File: config.mk
export PLATFORM = sky130hd
export DESIGN_NAME = bus_ctrl_flat
export DESIGN_NICKNAME = d
export VERILOG_FILES = /design/src/rtl/bus_ctrl_if.sv /design/src/rtl/bus_ctrl.sv /design/src/flat_wrapper.sv
export SDC_FILE = /design/constraint.sdc
export NUM_CORES = 1
export LEC_CHECK = 0
export ABC_AREA = 1
export CAP_MARGIN = 30
export CORE_MARGIN = 4
export CORE_UTILIZATION = 35
export CTS_BUF_LIST = sky130_fd_sc_hd__clkbuf_16
export DETAILED_ROUTE_END_ITERATION = 6
export DONT_BUFFER_PORTS = 1
export PLACE_DENSITY = 0.54
export SLEW_MARGIN = 5
export SYNTH_ARGS = -nofsm -noshare
export SYNTH_HDL_FRONTEND = slang
export SYNTH_SLANG_ARGS = --single-unit
File: constraint.sdc
create_clock -name clk_50mhz -period 5.21 [get_ports clk_50mhz]
set_input_delay 0.7815 -clock clk_50mhz [delete_from_list [all_inputs] [get_ports clk_50mhz]]
set_output_delay 0.7815 -clock clk_50mhz [all_outputs]
set_load 0.03 [all_outputs]
File: src/rtl/bus_ctrl_if.sv
// CPU-side request/response and slave-side select/strobe signals of the bus controller.
interface bus_ctrl_if #(
   parameter int unsigned NSLV = 4
);
   logic                   cpu_ce;
   logic [31:0]            cpu_addr;
   logic [31:0]            cpu_wdata;
   logic                   cpu_rd;
   logic                   cpu_wr;
   logic [31:0]            cpu_rdata;
   logic                   cpu_ack;
   logic                   cpu_err;
   logic [NSLV-1:0]        slv_sel;
   logic                   slv_re;
   logic                   slv_we;
   logic [27:0]            slv_addr;
   logic [31:0]            slv_wdata;
   logic [NSLV*32-1:0]     slv_rdata;

   // Controller view: drives the slave bus and answers the CPU.
   modport master (
      input  cpu_addr, cpu_wdata, cpu_rd, cpu_wr, slv_rdata,
      output cpu_ce, cpu_rdata, cpu_ack, cpu_err,
             slv_sel, slv_re, slv_we, slv_addr, slv_wdata
   );

   // Environment view: CPU requester plus the addressed slaves.
   modport slave (
      output cpu_addr, cpu_wdata, cpu_rd, cpu_wr, slv_rdata,
      input  cpu_ce, cpu_rdata, cpu_ack, cpu_err,
             slv_sel, slv_re, slv_we, slv_addr, slv_wdata
   );
endinterface

File: src/rtl/bus_ctrl.sv
// Bus controller: CPU clock-enable divider, tag-decoded slave access FSM with wait states, sticky write flags.
// Define BUS_CTRL_ERRCNT_EN to build the saturating error counter; otherwise err_cnt is tied to zero.
module bus_ctrl #(
   parameter int unsigned DIV_LOG2 = 3,
   parameter int unsigned NSLV     = 4,
   parameter logic [3:0]  BASE_TAG = 4'h0,
   parameter int unsigned WAIT_CYC = 1
) (
   input  logic             clk_50mhz,
   input  logic             rst,
   bus_ctrl_if.master       bus,
   input  logic             led_clr,
   output logic [NSLV-1:0]  wr_seen,
   output logic             busy,
   output logic [7:0]       err_cnt
);
   localparam int unsigned DW        = (DIV_LOG2 > 0) ? DIV_LOG2 : 1;
   localparam logic [DW-1:0] DIV_MAX = DW'((64'd1 << DIV_LOG2) - 64'd1);
   localparam logic [3:0] WAIT_LAST  = (WAIT_CYC > 0) ? 4'(WAIT_CYC - 1) : 4'd0;

   typedef enum logic [1:0] {S_IDLE, S_ACC, S_WAIT, S_RESP} state_t;

   state_t            r_state, w_state_nxt;
   logic [DW-1:0]     r_div, w_div_nxt;
   logic              r_ce;
   logic [3:0]        r_idx, w_idx_nxt;
   logic              r_wr, w_wr_nxt;
   logic [3:0]        r_wcnt, w_wcnt_nxt;
   logic              r_ack, w_ack_nxt;
   logic              r_err, w_err_nxt;
   logic [31:0]       r_rdata, w_rdata_nxt;
   logic [NSLV-1:0]   r_sel, w_sel_nxt;
   logic              r_re, w_re_nxt;
   logic              r_we, w_we_nxt;
   logic [27:0]       r_addr, w_addr_nxt;
   logic [31:0]       r_wdata, w_wdata_nxt;
   logic [NSLV-1:0]   r_wr_seen, w_set_seen;
   logic              r_busy;
   logic              w_err_evt;
   logic [4:0]        w_tag_off;
   logic              w_mapped;
   logic [31:0]       w_slice;

   assign w_div_nxt = (r_div == DIV_MAX) ? '0 : r_div + DW'(1);
   assign w_tag_off = 5'(bus.cpu_addr[31:28]) - 5'(BASE_TAG);
   assign w_mapped  = (bus.cpu_addr[31:28] >= BASE_TAG) && (w_tag_off < 5'(NSLV));

   // Read data of the slave currently being accessed.
   always_comb begin
      w_slice = '0;
      for (int k = 0; k < NSLV; k++) begin
         if (r_idx == 4'(k)) w_slice = bus.slv_rdata[32*k +: 32];
      end
   end

   always_comb begin
      w_state_nxt = r_state;
      w_idx_nxt   = r_idx;
      w_wr_nxt    = r_wr;
      w_wcnt_nxt  = r_wcnt;
      w_err_nxt   = 1'b0;
      w_rdata_nxt = r_rdata;
      w_addr_nxt  = r_addr;
      w_wdata_nxt = r_wdata;
      w_set_seen  = '0;
      w_err_evt   = 1'b0;
      case (r_state)
         S_IDLE: begin
            if (r_ce && (bus.cpu_rd || bus.cpu_wr)) begin
               if ((bus.cpu_rd ^ bus.cpu_wr) && w_mapped) begin
                  w_idx_nxt   = w_tag_off[3:0];
                  w_wr_nxt    = bus.cpu_wr;
                  w_addr_nxt  = bus.cpu_addr[27:0];
                  w_wdata_nxt = bus.cpu_wdata;
                  w_state_nxt = S_ACC;
               end else begin
                  w_state_nxt = S_RESP;
                  w_err_nxt   = 1'b1;
                  w_err_evt   = 1'b1;
                  if (bus.cpu_rd) w_rdata_nxt = '0;
               end
            end
         end
         S_ACC: begin
            if (r_wr) w_set_seen = NSLV'(1) << r_idx;
            if (WAIT_CYC == 0) begin
               w_state_nxt = S_RESP;
               if (!r_wr) w_rdata_nxt = w_slice;
            end else begin
               w_state_nxt = S_WAIT;
               w_wcnt_nxt  = '0;
            end
         end
         S_WAIT: begin
            if (r_wcnt == WAIT_LAST) begin
               w_state_nxt = S_RESP;
               if (!r_wr) w_rdata_nxt = w_slice;
            end else begin
               w_wcnt_nxt = r_wcnt + 4'd1;
            end
         end
         S_RESP:  w_state_nxt = S_IDLE;
         default: w_state_nxt = S_IDLE;
      endcase
      // Bus outputs are registered and track the state being entered.
      w_sel_nxt = ((w_state_nxt == S_ACC) || (w_state_nxt == S_WAIT)) ? (NSLV'(1) << w_idx_nxt) : '0;
      w_re_nxt  = (w_state_nxt == S_ACC) && !w_wr_nxt;
      w_we_nxt  = (w_state_nxt == S_ACC) && w_wr_nxt;
      w_ack_nxt = (w_state_nxt == S_RESP);
   end

   always_ff @(posedge clk_50mhz) begin
      if (rst) begin
         r_state   <= S_IDLE;
         r_div     <= '0;
         r_ce      <= 1'b0;
         r_idx     <= '0;
         r_wr      <= 1'b0;
         r_wcnt    <= '0;
         r_ack     <= 1'b0;
         r_err     <= 1'b0;
         r_rdata   <= '0;
         r_sel     <= '0;
         r_re      <= 1'b0;
         r_we      <= 1'b0;
         r_addr    <= '0;
         r_wdata   <= '0;
         r_wr_seen <= '0;
         r_busy    <= 1'b0;
      end else begin
         r_state   <= w_state_nxt;
         r_div     <= w_div_nxt;
         r_ce      <= (w_div_nxt == DIV_MAX);
         r_idx     <= w_idx_nxt;
         r_wr      <= w_wr_nxt;
         r_wcnt    <= w_wcnt_nxt;
         r_ack     <= w_ack_nxt;
         r_err     <= w_err_nxt;
         r_rdata   <= w_rdata_nxt;
         r_sel     <= w_sel_nxt;
         r_re      <= w_re_nxt;
         r_we      <= w_we_nxt;
         r_addr    <= w_addr_nxt;
         r_wdata   <= w_wdata_nxt;
         // A write landing on the same edge as led_clr keeps its flag.
         r_wr_seen <= (r_wr_seen & ~{NSLV{led_clr}}) | w_set_seen;
         r_busy    <= (w_state_nxt != S_IDLE);
      end
   end

`ifdef BUS_CTRL_ERRCNT_EN
   logic [7:0] r_err_cnt;
   always_ff @(posedge clk_50mhz) begin
      if (rst)                                 r_err_cnt <= '0;
      else if (w_err_evt && r_err_cnt != 8'hFF) r_err_cnt <= r_err_cnt + 8'd1;
   end
   assign err_cnt = r_err_cnt;
`else
   assign err_cnt = 8'h00;
`endif

   assign bus.cpu_ce    = r_ce;
   assign bus.cpu_rdata = r_rdata;
   assign bus.cpu_ack   = r_ack;
   assign bus.cpu_err   = r_err;
   assign bus.slv_sel   = r_sel;
   assign bus.slv_re    = r_re;
   assign bus.slv_we    = r_we;
   assign bus.slv_addr  = r_addr;
   assign bus.slv_wdata = r_wdata;
   assign wr_seen       = r_wr_seen;
   assign busy          = r_busy;
endmodule

File: src/flat_wrapper.sv
// flat-port wrapper written by rule: the top's interface ports become plain ports
module bus_ctrl_flat 
#(
   parameter int unsigned DIV_LOG2 = 3,
   parameter int unsigned NSLV     = 4,
   parameter logic [3:0]  BASE_TAG = 4'h0,
   parameter int unsigned WAIT_CYC = 1
)
  (clk_50mhz, rst, led_clr, wr_seen, busy, err_cnt, bus_cpu_addr, bus_cpu_wdata, bus_cpu_rd, bus_cpu_wr, bus_slv_rdata, bus_cpu_ce, bus_cpu_rdata, bus_cpu_ack, bus_cpu_err, bus_slv_sel, bus_slv_re, bus_slv_we, bus_slv_addr, bus_slv_wdata);
  bus_ctrl_if #(.NSLV(NSLV)) bus_i ();
  input  logic clk_50mhz;
  input  logic rst;
  input  logic led_clr;
  output logic [NSLV-1:0] wr_seen;
  output logic busy;
  output logic [7:0] err_cnt;
  input wire logic [$bits(bus_i.cpu_addr)-1:0] bus_cpu_addr;
  input wire logic [$bits(bus_i.cpu_wdata)-1:0] bus_cpu_wdata;
  input wire logic [$bits(bus_i.cpu_rd)-1:0] bus_cpu_rd;
  input wire logic [$bits(bus_i.cpu_wr)-1:0] bus_cpu_wr;
  input wire logic [$bits(bus_i.slv_rdata)-1:0] bus_slv_rdata;
  output wire logic [$bits(bus_i.cpu_ce)-1:0] bus_cpu_ce;
  output wire logic [$bits(bus_i.cpu_rdata)-1:0] bus_cpu_rdata;
  output wire logic [$bits(bus_i.cpu_ack)-1:0] bus_cpu_ack;
  output wire logic [$bits(bus_i.cpu_err)-1:0] bus_cpu_err;
  output wire logic [$bits(bus_i.slv_sel)-1:0] bus_slv_sel;
  output wire logic [$bits(bus_i.slv_re)-1:0] bus_slv_re;
  output wire logic [$bits(bus_i.slv_we)-1:0] bus_slv_we;
  output wire logic [$bits(bus_i.slv_addr)-1:0] bus_slv_addr;
  output wire logic [$bits(bus_i.slv_wdata)-1:0] bus_slv_wdata;
  assign bus_i.cpu_addr = bus_cpu_addr;
  assign bus_i.cpu_wdata = bus_cpu_wdata;
  assign bus_i.cpu_rd = bus_cpu_rd;
  assign bus_i.cpu_wr = bus_cpu_wr;
  assign bus_i.slv_rdata = bus_slv_rdata;
  assign bus_cpu_ce = bus_i.cpu_ce;
  assign bus_cpu_rdata = bus_i.cpu_rdata;
  assign bus_cpu_ack = bus_i.cpu_ack;
  assign bus_cpu_err = bus_i.cpu_err;
  assign bus_slv_sel = bus_i.slv_sel;
  assign bus_slv_re = bus_i.slv_re;
  assign bus_slv_we = bus_i.slv_we;
  assign bus_slv_addr = bus_i.slv_addr;
  assign bus_slv_wdata = bus_i.slv_wdata;
  bus_ctrl #(.DIV_LOG2(DIV_LOG2), .NSLV(NSLV), .BASE_TAG(BASE_TAG), .WAIT_CYC(WAIT_CYC)) u_core (.clk_50mhz(clk_50mhz), .rst(rst), .bus(bus_i), .led_clr(led_clr), .wr_seen(wr_seen), .busy(busy), .err_cnt(err_cnt));
endmodule
* Word-level counts from Yosys, hierarchy flattened
Index checks and enable logic that the tools add are counted.
** Operators by class
- Add/sub/neg operators :: 2
- $mul :: 0
- Div/mod/pow operators :: 0
- Order comparisons :: 2
- Equal/unequal tests :: 17
- Shift operators :: 2
- Mux-type cells :: 26
- Bitwise gates (word level) :: 7
- Reductions and logical operators :: 19
** Operators with widths (number)
- $mux W32 :: 9
- $pmux W32 S2 :: 1
- $mux W4 :: 6
- $eq A2 B2 Y1 const B :: 4
- $eq A4 B2 Y1 const B :: 2
- $logic_not A4 Y1 :: 2
- $ne A2 B2 Y1 const B :: 4
- $pmux W2 S4 :: 1
- $pmux W4 S2 :: 1
- $shl A1 B4 Y4 const A :: 2
- $eq A3 B3 Y1 const B :: 2
- $mux W2 :: 3
- $reduce_and A6 Y1 :: 1
- $reduce_bool A2 Y1 :: 3
- $logic_and A1 B1 Y1 :: 5
- $add A4 B1 Y4 const B :: 1
- $and A4 B4 Y4 :: 1
- $eq A2 B1 Y1 const B :: 2
- $eq A4 B1 Y1 const B :: 1
- $ge A4 B1 Y1 const B :: 1
- $lt A4 B3 Y1 const B :: 1
- $mux W1 :: 4
- $ne A2 B1 Y1 const B :: 2
- $not A4 Y4 :: 1
- other kinds (12) :: 15
** Word-level totals
- Bits in registers :: 120
- Bits in latches :: 0
- RAM bits :: 0
- Bits in read-only memories :: 0
- Input bits :: 197
- Memories :: 0

* Longest topological paths before layout
- Depth in word-level cells :: 10
- Mapped depth :: 11
- Mapped depth without buffers :: 11

* Least setup slack after synthesis
No wires, ideal clock.
- Kind :: input to register
- From :: in bus_cpu_wr
- To :: reg u_core.r_sel[1], in the netlist u_core.bus.slv_sel[1]
- Library setup time :: 0.064 ns
- Arrival :: 2.219 ns
- Required time :: 5.146 ns
- Setup slack :: 2.927 ns
- Stages on the path :: 10
- Buffers on the path :: 0
- Cell sequence :: inv_1 > ha_1 > nand2_1 > nand2_1 > o211ai_1 > o21ai_0 > ha_1 > nor3_2 > nand2_1 > nor2_1
** Between the ends
- Longest elaborated chain between the ends :: 9
- Elaborated cells between the ends (all ways) :: 16
- Those cells by class :: 2 x eq/ne; 1 x shift; 6 x mux; 2 x bitwise; 5 x reduce/logical
** Ends and longest elaborated chain
- start: declaration :: line flat_wrapper.sv:20 : input wire logic [$bits(bus_i.cpu_wr)-1:0] bus_cpu_wr;
- $xor A1 B1 Y1 :: line bus_ctrl.sv:70 : if ((bus.cpu_rd ^ bus.cpu_wr) && w_mapped) begin
- $logic_and A1 B1 Y1 :: line bus_ctrl.sv:70
- $mux W2 :: line bus_ctrl.sv:70
- $mux W2 :: line bus_ctrl.sv:69 : if (r_ce && (bus.cpu_rd || bus.cpu_wr)) begin
- $pmux W2 S4 :: line bus_ctrl.sv:67 : case (r_state)
- $eq A2 B1 Y1 / $eq A2 B2 Y1 (equally long branches) :: line bus_ctrl.sv:106 : w_sel_nxt = ((w_state_nxt == S_ACC) || (w_state_nxt == S_WAIT)) ? (NSLV'(1) << w_idx_nxt) : '0;
- $logic_or A1 B1 Y1 :: line bus_ctrl.sv:106
- $not A1 Y1 (no line)
- $reduce_or A2 Y1 (no line)
- end signal: assignment :: line bus_ctrl.sv:140 : r_sel <= w_sel_nxt;
- end: declaration :: line bus_ctrl.sv:32 : logic [NSLV-1:0] r_sel, w_sel_nxt;
Several ways; a longest one is shown, not always the timed one.
A chain may end at the register's enable or synchronous reset.

* Final worst setup path
- From :: reg u_core.r_idx[3]
- To :: reg u_core.r_rdata[31], in the netlist u_core.bus.cpu_rdata[31]
** Between the ends
- Longest elaborated chain between the ends :: 8
- Elaborated cells between the ends (all ways) :: 11
- Those cells by class :: 3 x eq/ne; 7 x mux; 1 x reduce/logical
** Ends and longest elaborated chain
- start: declaration :: line bus_ctrl.sv:26 : logic [3:0] r_idx, w_idx_nxt;
- start signal: assignment :: line bus_ctrl.sv:134 : r_idx <= w_idx_nxt;
- $logic_not A4 Y1 :: line bus_ctrl.sv:52 : if (r_idx == 4'(k)) w_slice = bus.slv_rdata[32*k +: 32];
- $mux W32 (3 in series) :: line bus_ctrl.sv:52
- $mux W32 * :: line bus_ctrl.sv:52
- $mux W32 * :: line bus_ctrl.sv:97 : if (!r_wr) w_rdata_nxt = w_slice;
- $mux W32 * :: line bus_ctrl.sv:95 : if (r_wcnt == WAIT_LAST) begin
- $pmux W32 S2 * :: line bus_ctrl.sv:67
- end signal: assignment :: line bus_ctrl.sv:139 : r_rdata <= w_rdata_nxt;
- end: declaration :: line bus_ctrl.sv:31 : logic [31:0] r_rdata, w_rdata_nxt;
Every way passes the cells marked *; elsewhere a longest branch is shown, timed or not. The select of a mux whose other input is x is not followed.

==> key figures <==
Synthesis
  – Synth top cells by count: 172 x nor2_1, 120 x dfxtp_1, 104 x nand3_1
  – Top_reg_cell synth: dfxtp_1
  – Top cell type's share of synthesized area: 42.2%
  – Ys async rst share: 0%
  – Synthesized area: 5690 um^2
  – Synthesis Warnings: 0
  – Post-Synthesis Cells: 795
  – Area fraction in compound gates after synthesis: 19.6%
  – Largest family of logic cells by synthesized area: simple AND/OR/NAND/NOR gates
  – Synth Register Bits: 120
  – Synth top area cells: dfxtp_1 42%, nor2_1 11%, nand3_1 9.2%, o21ai_0 8.6%, o211ai_1 4.4%
  – Post-Synth Adder-Cell Area: 2.64%
  – Yosys top cell by area: dfxtp_1
  – Mux contribution to synthesized area: 0%
  – Xor and xnor area share after synthesis: 0.154%
  – Syn_area_per_cell: 7.15 um^2
  – Post-synth EDFFs: 0
  – Synth Area in Simple Gates: 24.8%
  – Synth cell types: 31
  – Seq/Total Area, Yosys: 42.2%
  – Most numerous cell in the Yosys netlist: nor2_1

Routing
  – DR pass1 iterations: 5
  – Antenna-violating nets left: 0
  – Via-per-instance ratio: 5.36
  – Vias: 5305
  – DRC: 0
  – Total wire length: 19.2 mm
  – Wire per inst: 19.4 um
  – Initial drt markers: 331

Timing
  – Worst hold slack: 0.432 ns
  – Final TNS setup: 0 ns
  – Hold violation count in the final report: 0
  – Setup Skew: 0.0151 ns
  – Period minus WS final: 2.80 ns
  – Worst Tran Pin Value: 0.871 ns
  – Fmax: 358 MHz
  – Tcrit/Tclk final: 53.7%
  – Unrepaired setup endpoints after global routing: false
  – Setup Viol. Count Final: 0
  – Fin worst setup slack: 2.41 ns
  – Worst rel slew slack: 41.8%
  – Final Max Slew Viols: 0

Clock tree
  – Sink Count: 120
  – CTS Buffer Depth: 2
  – Root Driver: clkbuf_16
  – CTS tree: done
  – Clk_lat worst skew: 0.42 ns
  – Num CTS Buffers: 17
  – Post CTS Setup Buffer Count: 0
  – Post-CTS sizing: 0
  – Hold-fix buffers, CTS: 0
  – Clock slew at reported path FFs: 0.06 ns
  – Clock H-tree levels: 4

Setup path
  – CP Max Fanout: 34
  – Cell Chain, Critical Path: nor2_4 -> nand3_2 -> o21ai_1 -> inv_1 -> a21oi_1 -> nor2_1
  – Buf/Inv on CP: 1
  – Critical path's top delay family: simple AND/OR/NAND/NOR gates
  – Reg2reg end: u_core.bus.cpu_rdata[31]
  – CP max stage delay: 0.82 ns
  – Worst Path Required: 5.50 ns
  – Crit. End Element: register
  – R2r startpoint: u_core.r_idx[3]
  – Worst Path Arrival: 3.09 ns
  – WS Path Type: reg2reg
  – Worst r2r path cells: 6
  – Slowest cell on crit path: nand3_2
  – R2R setup slack: 2.41 ns
  – Startpoint Class: register

Worst hold path
  – Hold path start: rst
  – Hold Path Depth: 1
  – Worst Hold End: u_core.r_wr
  – Hold WC Path Type: in2reg

Place
  – Placer Congestion: 0.824
  – Post-DP HPWL: 13.5 mm
  – Buffers on Ports: 0
  – Dpl ws: 2.17 ns

Job
  – Max-cap violations: 0

GRT
  – Global-route wire length before repair: 28.3 mm
  – Gr usage total: 19.9%
  – Congestion Overflow GR: 0
  – Initial antenna violation count: 0
  – Pin count of the biggest net entering global routing: 71
  – Vias in the first global route: 5235

Cells and area
  – Area delta synth->final: 11.1%
  – Nets: 970
  – Diode count: 0
  – Share of layout cells above drive strength 1: 7.11%

Run status
  – Status: finished, final reports clean

Power
  – Static leakage: 2.86 nW
  – Worst vdd ir: 0.203 mV
  – Pwr/cell area: 452 nW/um^2

Floorplan
  – Die height: 135 um
  – Core area: 15900 um^2
  – Starting Density: 35.8%
  – Row cnt: 46
  – I/O pin count: 311
  – Die X: 135 um
  – Full die area: 18400 um^2
cells by family after synthesis:
group	count (synthesis)
adder cells (fa/ha/maj)	12
other	1
flip-flops	120
XOR/XNOR	1
AO/OA/AOI/OAI	203
AND/OR/NAND/NOR	325
buffers and inverters	133
stage by stage:
| step | utilization [%] | power (mW) | std cells | cell area [um^2] |
|---|---|---|---|---|
| after detailed placement | 35.9 | 1.70 | 957 | 5710 |
| after global placement | 35.8 | 1.69 | 956 | 5690 |
| after global routing | 39.8 | 3.00 | 990 | 6320 |
| final | 39.8 | 2.86 | 990 | 6320 |
| after CTS | 39.6 | 2.89 | 989 | 6300 |
| after floorplan | - | 1.58 | 802 | 5710 |
power by group:
group	switching (mW)	leakage (nW)	internal, mW	total [mW]
combinational	0.287	1.61	0.142	0.429
sequential	0.241	0.970	1.01	1.25
clock	0.461	0.281	0.714	1.18
layout make-up:
class	instances	area, um^2
fill	1675	9570
multi-input combinational	549	2720
sequential	120	2400
clock buffer	17	425
tap	216	270
inverter	63	236
clock inverter	15	164
timing repair buffer	10	100
cell usage in the layout (no fill, tap or decap):
| cell type | synthesis | final |
|---|---|---|
| bufinv_16 | 0 | 2 |
| clkinv_1 | 1 | 1 |
| clkinv_2 | 0 | 1 |
| buf_12 | 0 | 2 |
| inv_2 | 1 | 2 |
| nor2_2 | 3 | 2 |
| nor2_4 | 4 | 5 |
| a21oi_1 | 36 | 36 |
| a21oi_2 | 1 | 1 |
| dfxtp_1 | 120 | 120 |
| inv_8 | 0 | 1 |
| clkinvlp_4 | 0 | 3 |
| o21ai_0 | 98 | 98 |
| o21ai_1 | 29 | 29 |
| nand3_2 | 1 | 1 |
| xor2_1 | 1 | 1 |
| nor4_1 | 1 | 1 |
| nor2_1 | 172 | 172 |
| nand3_1 | 104 | 104 |
| buf_4 | 17 | 8 |
| nor3_2 | 1 | 1 |
| clkinv_4 | 0 | 1 |
| o22ai_1 | 4 | 4 |
| nor3_1 | 3 | 3 |
| nand2_1 | 34 | 34 |
| inv_6 | 0 | 6 |
| ha_1 | 12 | 12 |
| inv_1 | 61 | 61 |
| nand2_2 | 1 | 1 |
| clkbuf_16 | 0 | 17 |
| a31o_2 | 1 | 1 |
| conb_1 | 1 | 8 |
| nand4_1 | 1 | 1 |
| a21o_1 | 1 | 1 |
| o211ai_1 | 33 | 33 |
per-layer routing:
metal / GRT usage (%) / wire (um) / vias to the layer above
li1: - / - / 2562
met2: 34.3 / 9350 / 293
met3: 8.80 / 2240 / 31
met5: 0 / 0 / -
met4: 7.11 / 347 / 0
met1: 21.6 / 7240 / 2419
registers in the layout, indices dropped and copies added, names as in the netlist:
register and flops:
u_core.bus.cpu_rdata 32, u_core.bus.slv_wdata 32, u_core.bus.slv_addr 28, u_core.bus.slv_sel 4
u_core.r_idx 4, u_core.r_wcnt 4, u_core.wr_seen 4, u_core.r_div 3
u_core.r_state 2, u_core.bus.cpu_ack 1, u_core.bus.cpu_ce 1, u_core.bus.cpu_err 1
u_core.bus.slv_re 1, u_core.bus.slv_we 1, u_core.busy 1, u_core.r_wr 1
worst max path at each step:
stage | startpoint | endpoint | slack [ns] | depth (start not counted)
after floorplan | bus_cpu_wr | u_core.bus.slv_sel[1] | 2.93 | 10
after global placement | bus_cpu_wr | u_core.bus.slv_sel[1] | 2.25 | 12
after detailed placement | bus_cpu_wr | u_core.bus.slv_sel[0] | 2.17 | 12
after CTS | u_core.r_idx[3] | u_core.bus.cpu_rdata[31] | 2.41 | 6
after global routing | u_core.r_idx[3] | u_core.bus.cpu_rdata[17] | 2.17 | 6
final | u_core.r_idx[3] | u_core.bus.cpu_rdata[31] | 2.41 | 6
(Power assumes the default switching activity.)
